===== config.mk =====
export PLATFORM = sky130hd
export DESIGN_NAME = seg_scan_decoder
export DESIGN_NICKNAME = d
export VERILOG_FILES = /design/src/rtl/seg_scan_decoder.sv
export SDC_FILE = /design/constraint.sdc
export NUM_CORES = 1
export LEC_CHECK = 0
export ABC_AREA = 1
export CORE_MARGIN = 3
export CORE_UTILIZATION = 50
export CTS_CLUSTER_DIAMETER = 200
export DETAILED_ROUTE_END_ITERATION = 10
export GPL_ROUTABILITY_DRIVEN = 0
export GPL_TIMING_DRIVEN = 0
export HOLD_SLACK_MARGIN = 0.06
export PLACE_DENSITY = 0.71
export RECOVER_POWER = 100
export SLEW_MARGIN = 20
export SYNTH_ARGS = -nofsm -noshare
export SYNTH_HDL_FRONTEND = slang
export SYNTH_SLANG_ARGS = --single-unit

===== constraint.sdc =====
create_clock -name i_Clock -period 3.75 [get_ports i_Clock]
set_clock_uncertainty 0.1 [all_clocks]
set_input_delay 0.75 -clock i_Clock [delete_from_list [all_inputs] [get_ports i_Clock]]
set_output_delay 0.75 -clock i_Clock [all_outputs]
set_load 0.03 [all_outputs]

===== src/rtl/seg_scan_decoder.sv =====
// Readback monitor for a multiplexed 7-segment scan bus: settles on each
// digit-enable pattern, decodes segments to BCD and publishes whole 4-digit frames.
module seg_scan_decoder #(
  parameter int SETTLE_CYCLES = 4,
  parameter int BLANK_CYCLES  = 256
) (
  input  logic        i_Clock,
  input  logic        i_Reset_n,
  input  logic [7:0]  i_Segments,
  input  logic [3:0]  i_Digits,
  output logic [15:0] o_Code,
  output logic [3:0]  o_Dots,
  output logic        o_Frame_Valid,
  output logic        o_Pattern_Error,
  output logic        o_Blank
);

  localparam int SCW = $clog2(SETTLE_CYCLES + 1);
  localparam int BCW = $clog2(BLANK_CYCLES + 1);

  typedef enum logic [1:0] {
    S_IDLE    = 2'd0,
    S_SETTLE  = 2'd1,
    S_CAPTURE = 2'd2,
    S_HOLD    = 2'd3
  } state_t;

  state_t          state_q, state_d;
  logic [7:0]      r_seg_q;
  logic [3:0]      r_dig_q;
  logic [7:0]      snap_seg_q, snap_seg_d;
  logic [3:0]      snap_dig_q, snap_dig_d;
  logic [SCW-1:0]  settle_cnt_q, settle_cnt_d;
  logic [BCW-1:0]  blank_cnt_q, blank_cnt_d;
  logic            blank_q, blank_d;
  logic [15:0]     shadow_code_q, shadow_code_d;
  logic [3:0]      shadow_dots_q, shadow_dots_d;
  logic [3:0]      seen_q, seen_d;
  logic            shadow_err_q, shadow_err_d;
  logic [15:0]     code_q, code_d;
  logic [3:0]      dots_q, dots_d;
  logic            perr_q, perr_d;
  logic            fv_q, fv_d;
  logic            capture;
  logic            blank_hit;
  logic [3:0]      cap_nib;
  logic            cap_bad;

  function automatic logic [3:0] seg_decode(input logic [6:0] seg);
    case (seg)
      7'h3F:   seg_decode = 4'd0;
      7'h06:   seg_decode = 4'd1;
      7'h5B:   seg_decode = 4'd2;
      7'h4F:   seg_decode = 4'd3;
      7'h66:   seg_decode = 4'd4;
      7'h6D:   seg_decode = 4'd5;
      7'h7D:   seg_decode = 4'd6;
      7'h07:   seg_decode = 4'd7;
      7'h7F:   seg_decode = 4'd8;
      7'h6F:   seg_decode = 4'd9;
      default: seg_decode = 4'hF;
    endcase
  endfunction

  assign cap_nib = seg_decode(snap_seg_q[6:0]);
  assign cap_bad = (cap_nib == 4'hF);

  always_comb begin
    state_d      = state_q;
    snap_seg_d   = snap_seg_q;
    snap_dig_d   = snap_dig_q;
    settle_cnt_d = settle_cnt_q;
    capture      = 1'b0;
    case (state_q)
      S_IDLE: begin
        if (r_dig_q != 4'd0) begin
          snap_seg_d   = r_seg_q;
          snap_dig_d   = r_dig_q;
          settle_cnt_d = '0;
          state_d      = S_SETTLE;
        end
      end
      S_SETTLE: begin
        if (r_dig_q == 4'd0) begin
          state_d = S_IDLE;
        end else if ({r_seg_q, r_dig_q} != {snap_seg_q, snap_dig_q}) begin
          snap_seg_d   = r_seg_q;
          snap_dig_d   = r_dig_q;
          settle_cnt_d = '0;
        end else begin
          settle_cnt_d = settle_cnt_q + SCW'(1);
          if (settle_cnt_q == SCW'(SETTLE_CYCLES - 1)) state_d = S_CAPTURE;
        end
      end
      S_CAPTURE: begin
        capture = 1'b1;
        state_d = S_HOLD;
      end
      S_HOLD: begin
        // Segment changes while the same digit stays enabled are ignored.
        if (r_dig_q == 4'd0) begin
          state_d = S_IDLE;
        end else if (r_dig_q != snap_dig_q) begin
          snap_seg_d   = r_seg_q;
          snap_dig_d   = r_dig_q;
          settle_cnt_d = '0;
          state_d      = S_SETTLE;
        end
      end
      default: state_d = S_IDLE;
    endcase
  end

  assign blank_hit = (r_dig_q == 4'd0) && (blank_cnt_q == BCW'(BLANK_CYCLES - 1));

  always_comb begin
    blank_cnt_d = blank_cnt_q;
    blank_d     = blank_q;
    if (r_dig_q != 4'd0) begin
      blank_cnt_d = '0;
      blank_d     = 1'b0;
    end else begin
      if (blank_cnt_q != BCW'(BLANK_CYCLES)) blank_cnt_d = blank_cnt_q + BCW'(1);
      if (blank_hit) blank_d = 1'b1;
    end
  end

  always_comb begin
    shadow_code_d = shadow_code_q;
    shadow_dots_d = shadow_dots_q;
    seen_d        = seen_q;
    shadow_err_d  = shadow_err_q;
    code_d        = code_q;
    dots_d        = dots_q;
    perr_d        = perr_q;
    fv_d          = 1'b0;
    if (capture) begin
      for (int i = 0; i < 4; i++) begin
        if (snap_dig_q[i]) begin
          shadow_code_d[4*i +: 4] = cap_nib;
          shadow_dots_d[i]        = snap_seg_q[7];
        end
      end
      seen_d       = seen_q | snap_dig_q;
      shadow_err_d = shadow_err_q | cap_bad;
      // Publish includes the digits written by this very capture.
      if (seen_d == 4'hF) begin
        code_d       = shadow_code_d;
        dots_d       = shadow_dots_d;
        perr_d       = shadow_err_d;
        fv_d         = 1'b1;
        seen_d       = 4'd0;
        shadow_err_d = 1'b0;
      end
    end
    if (blank_hit) begin
      seen_d       = 4'd0;
      shadow_err_d = 1'b0;
    end
  end

  always_ff @(posedge i_Clock or negedge i_Reset_n) begin
    if (!i_Reset_n) begin
      state_q       <= S_IDLE;
      r_seg_q       <= 8'd0;
      r_dig_q       <= 4'd0;
      snap_seg_q    <= 8'd0;
      snap_dig_q    <= 4'd0;
      settle_cnt_q  <= '0;
      blank_cnt_q   <= '0;
      blank_q       <= 1'b0;
      shadow_code_q <= 16'hFFFF;
      shadow_dots_q <= 4'd0;
      seen_q        <= 4'd0;
      shadow_err_q  <= 1'b0;
      code_q        <= 16'hFFFF;
      dots_q        <= 4'd0;
      perr_q        <= 1'b0;
      fv_q          <= 1'b0;
    end else begin
      state_q       <= state_d;
      r_seg_q       <= i_Segments;
      r_dig_q       <= i_Digits;
      snap_seg_q    <= snap_seg_d;
      snap_dig_q    <= snap_dig_d;
      settle_cnt_q  <= settle_cnt_d;
      blank_cnt_q   <= blank_cnt_d;
      blank_q       <= blank_d;
      shadow_code_q <= shadow_code_d;
      shadow_dots_q <= shadow_dots_d;
      seen_q        <= seen_d;
      shadow_err_q  <= shadow_err_d;
      code_q        <= code_d;
      dots_q        <= dots_d;
      perr_q        <= perr_d;
      fv_q          <= fv_d;
    end
  end

  assign o_Code          = code_q;
  assign o_Dots          = dots_q;
  assign o_Frame_Valid   = fv_q;
  assign o_Pattern_Error = perr_q;
  assign o_Blank         = blank_q;

endmodule


Word-level counts from Yosys, hierarchy flattened
Index checks and enable logic that the tools add are counted.
{"block": "totals", "elab_cells": 107, "reg_bits": 86, "in_bits": 14, "output_inout_bits": 23}
{"block": "classes", "bitwise_logic": 2, "n_eq_ne": 28, "reduce_logical": 12, "n_mux": 47, "add_sub_neg": 2}
{"cell": "$eq 7x7->1 const B", "n": 7}
{"cell": "$mux 4", "n": 12}
{"cell": "$mux 8", "n": 5}
{"cell": "$pmux 4 s10", "n": 1}
{"cell": "$pmux 8 s3", "n": 1}
{"cell": "$mux 9", "n": 2}
{"cell": "$mux 3", "n": 5}
{"cell": "$eq 7x3->1 const B", "n": 2}
{"cell": "$mux 1", "n": 12}
{"cell": "$mux 2", "n": 6}
{"cell": "$ne 12x12->1", "n": 1}
{"cell": "$pmux 4 s3", "n": 1}
{"cell": "$ne 2x2->1 const B", "n": 5}
{"cell": "$add 9x1->9 const B", "n": 1}
{"cell": "$eq 9x8->1 const B", "n": 1}
{"cell": "$ne 3x3->1 const B", "n": 3}
{"cell": "$ne 9x9->1 const B", "n": 1}
{"cell": "$pmux 3 s3", "n": 1}
{"cell": "$eq 4x4->1 const B", "n": 2}
{"cell": "$pmux 2 s4", "n": 1}
{"cell": "$eq 7x6->1 const B", "n": 1}
{"cell": "$reduce_and 6->1", "n": 1}
{"cell": "$reduce_bool 2->1", "n": 3}
{"cell": "$reduce_and 5->1", "n": 1}
{"cell": "14 further kinds", "n": 15}

Longest topological paths before layout
{"block": "logic_depth", "ltp_word": 7, "mapped_depth": 11}

Least setup slack after synthesis
OpenSTA, ideal clock, no wires.
{"block": "synth_timing", "path_type": "flip-flop to flip-flop", "from": "register blank_cnt_q[0]", "to": "register shadow_err_q", "path_stages_with_launch": 12, "setup_ps": 128, "arrival_ps": 1423, "setup_slack_ps": 2099, "synth_period_minus_slack_ps": 1651, "path_cell_list": "dfrtp_1 ha_1 nand3_1 nor3_1 nand2_1 nor2_1 ha_1 nand2_1 nand2_1 inv_2 nand2_1 a21oi_1"}
{"block": "synth_between", "elab_chain_cells": 3, "elab_cells_between_ends": 4, "cone_classes": "1 x eq/ne; 1 x mux; 2 x reduce/logical"}
{"element": "start: declaration", "line": "34", "source": "logic [BCW-1:0] blank_cnt_q, blank_cnt_d;"}
{"element": "start signal: assignment", "line": "187", "source": "blank_cnt_q <= blank_cnt_d;"}
{"element": "$eq 9x8->1 *", "line": "114", "source": "assign blank_hit = (r_dig_q == 4'd0) && (blank_cnt_q == BCW'(BLANK_CYCLES - 1));"}
{"element": "$logic_and 1x1->1 *", "line": "114"}
{"element": "$mux 1 / $reduce_bool 2->1 (equally long branches)"}
{"element": "end signal: assignment", "line": "192", "source": "shadow_err_q <= shadow_err_d;"}
{"element": "end: declaration", "line": "39", "source": "logic shadow_err_q, shadow_err_d;"}
Mark *: on every way between the ends. The rest lies on a longest branch, timed or not.
A chain may end at the register's enable or synchronous reset.

==> key figures <==
Run status
  • Status: complete, but fails checks
  • Failing checks: max-capacitance violations, max-slew violations

Pwr
  • Maximum VDD drop: 0.249 mV
  • Net load switching power: 0.923 mW
  • PwrDens: 546 nW/µm²
  • Clock group share of total power: 28.0%
  • Combinational group share of total power: 28.5%
  • Pleak: 2.31 nW
  • Reg power frac: 43.6%
  • P_int: 1.69 mW
  • Switching Fraction: 35.3%

Job
  • Max-Cap Viols: 1

Critical path
  • CP Class: reg2reg
  • Worst setup path end: o_Pattern_Error
  • WP data required: 3.89 ns
  • Crit start category: flop
  • Worst Path Arrival: 2.64 ns
  • FF-to-FF End: o_Pattern_Error
  • Reg2Reg Depth: 8
  • FF-to-FF setup slack: 1.25 ns
  • Crit path capture type: flop
  • Top fanout value on the critical path: 10

Die
  • Initial Util: 52.5%
  • Die Ht: 96.8 µm
  • Rows: 32
  • Core Region: 7850 µm²
  • Full die area: 9370 µm²
  • Io pins: 37
  • Die Wd: 96.8 µm

Logic synthesis
  • Top cell type's share of synthesized area: 32.8%
  • Main synth FF type: dfrtp_1
  • Most frequent cell after synthesis: nand2_1
  • Post-synth EDFFs: 0
  • Netlist cell types: 27
  • Async set-reset flop share out of synthesis: 100%
  • Netlist Area Pre-Place: 4120 µm²
  • Mapped Cells: 490
  • Post-synth top area cell: dfrtp_1
  • YS warnings: 0
  • Largest cells by area after synthesis: dfrtp_1 (33%), dfstp_2 (20%), nand2_1 (15%)
  • Synth top cells by count: nand2_1 (166), nand3_1 (55), dfrtp_1 (54)
  • Sequential area share after synthesis: 53.2%
  • Flops & latches, synth: 86
  • Post-synth net total: 509
  • Average cell area after synthesis: 8.41 µm²

Timing
  • Worst slew margin: -8.83%
  • Final hold slack: 0.365 ns
  • Final TNS setup: 0 ns
  • Minimum clock period: 2.50 ns
  • Final Max Slew Viols: 29
  • Fmax: 0.400 GHz
  • RSZ-0062 raised after global routing: false
  • Final hold vios: 0
  • Endpoints failing setup: 0
  • Slew of the pin with the lowest slew margin: 1.63 ns
  • Tcrit/Tclk final: 66.7%

CTS
  • CTS-repair resized insts: 0
  • Clock H-tree levels: 3
  • Maximum root-to-sink buffer count: 2
  • # clock sinks: 86
  • Post-CTS setup buffer count: 0
  • Worst-Skew Late Latency: 0.36 ns
  • CTS tree: done
  • Clk root buf: clkbuf_8
  • Cts hold-fix bufs: 0
  • Reg clk slew, reported paths: 0.08 ns
  • Number of buffers created by CTS: 9

Finish
  • Layout cell share with drive strength beyond 1: 14.7%
  • Final Net Count: 557
  • ANT cells: 0
  • Area growth syn-to-layout: 16.1%
  • Final Util: 61.0%
  • Final non-filler cell total: 645
  • Finished Cell Area: 4780 µm²

GRT
  • Number of global-route vias before repair: 3285
  • Congestion Overflow GR: 0
  • Largest net degree at the start of global routing: 59
  • Initial antenna violation count: 0
  • First-pass GRT wire length: 15.1 mm
  • GRT Util Overall: 19.7%

Routing
  • Drt via density: 5.16
  • Routed wire length: 8.78 mm
  • DRT Pass-1 Iters: 4
  • Total vias in the final route: 3331
  • Antenna Nets Post-Route: 0
  • Initial drt markers: 122
  • DRC: 0
  • WL per Instance: 13.6 µm

Placed design
  • Hpwl dp: 6.31 mm
  • Port Buf Inserts: 36
  • Placed Cells: 629
  • Placed Instance Area: 4630 µm²

Worst hold path
  • HP Class: reg2reg
==> critical path, cell delays in order (launching register included) <==
cell	delay [ns]
dfrtp_1	0.45
inv_1	0.09
nor2_1	0.24
inv_1	0.18
nor2_1	0.54
inv_1	0.30
clkbuf_1	0.29
nand2_1	0.10
o21ai_0	0.08
==> area by class of cell <==
type / count / area (µm²)
inverter: 39 / 146
clock inverter: 2 / 35.0
multi-input combinational: 348 / 1620
tap: 102 / 128
buffer: 17 / 82.6
clock buffer: 14 / 195
fill: 734 / 3060
timing repair buffer: 37 / 382
sequential: 86 / 2190
==> worst min-delay path by stage <==
stage	endpoint	start	slack (ns)	cells past startpoint
after floorplan	shadow_code_q[0]	shadow_code_q[0]	0.34	2
after global placement	shadow_code_q[14]	shadow_code_q[14]	0.35	2
after detailed placement	o_Code[11]	o_Code[11]	0.36	2
after CTS	snap_seg_q[4]	i_Reset_n	0.21	1
after global routing	o_Code[8]	o_Code[8]	0.38	2
final	o_Code[11]	o_Code[11]	0.37	2
==> stage by stage <==
step                setup WS (ns)  power [mW]
global route                0.771        2.78
global placement            -1.23        1.89
detailed placement           1.72        1.93
floorplan                    2.10        1.71
CTS                          1.31        2.67
finish                       1.25        2.61
==> placed cells by master, fill, tap and decap left out, drive strengths merged, types with 2 or more instances in the layout <==
cell type,count
or2,12
clkbuf,24
xor2,2
dfrtp,54
nor4,3
nand2,170
o21ai,32
inv,39
buf,9
dfstp,32
nor3,2
nand4,3
a21oi,11
xnor2,8
nand3,65
dlygate4sd3,35
ha,5
nor2,33
==> power groups by stage <==
stage | clock [mW] | sequential [mW] | combinational, mW
final | 0.731 | 1.14 | 0.744
after CTS | 0.751 | 1.14 | 0.784
after global routing | 0.784 | 1.16 | 0.838
after global placement | 0 | 1.15 | 0.739
after floorplan | 0 | 1.12 | 0.596
after detailed placement | 0 | 1.15 | 0.778
==> kinds of logic after synthesis <==
family / after synthesis / synth area share, %
compound gates: 43 / 5.22
xor+xnor: 10 / 2.13
fa+ha+maj: 5 / 1.52
buf+inv: 56 / 5.92
flops: 86 / 53.2
simple gates: 290 / 32.0
==> state kept, by name (all words and copies together) (netlist names), named ones only <==
register	flops
o_Frame_Valid	1
shadow_code_q	16
r_seg_q	8
blank_cnt_q	9
snap_seg_q	8
state_q	1
r_dig_q	4
settle_cnt_q	3
snap_dig_q	4
seen_q	4
o_Blank	1
shadow_dots_q	4
o_Dots	4
shadow_err_q	1
o_Pattern_Error	1
o_Code	16
==> metal layers <==
layer	GRT usage, %	routed length [µm]	part of all wire, %	vias up
met4	8.10	146	1.7	0
met2	33.0	4280	49	58
li1	-	-	-	1654
met1	24.8	3960	45	1605
met5	0	0	0	-
met3	4.11	384	4.4	14
Power figures use the tool's default switching activity.
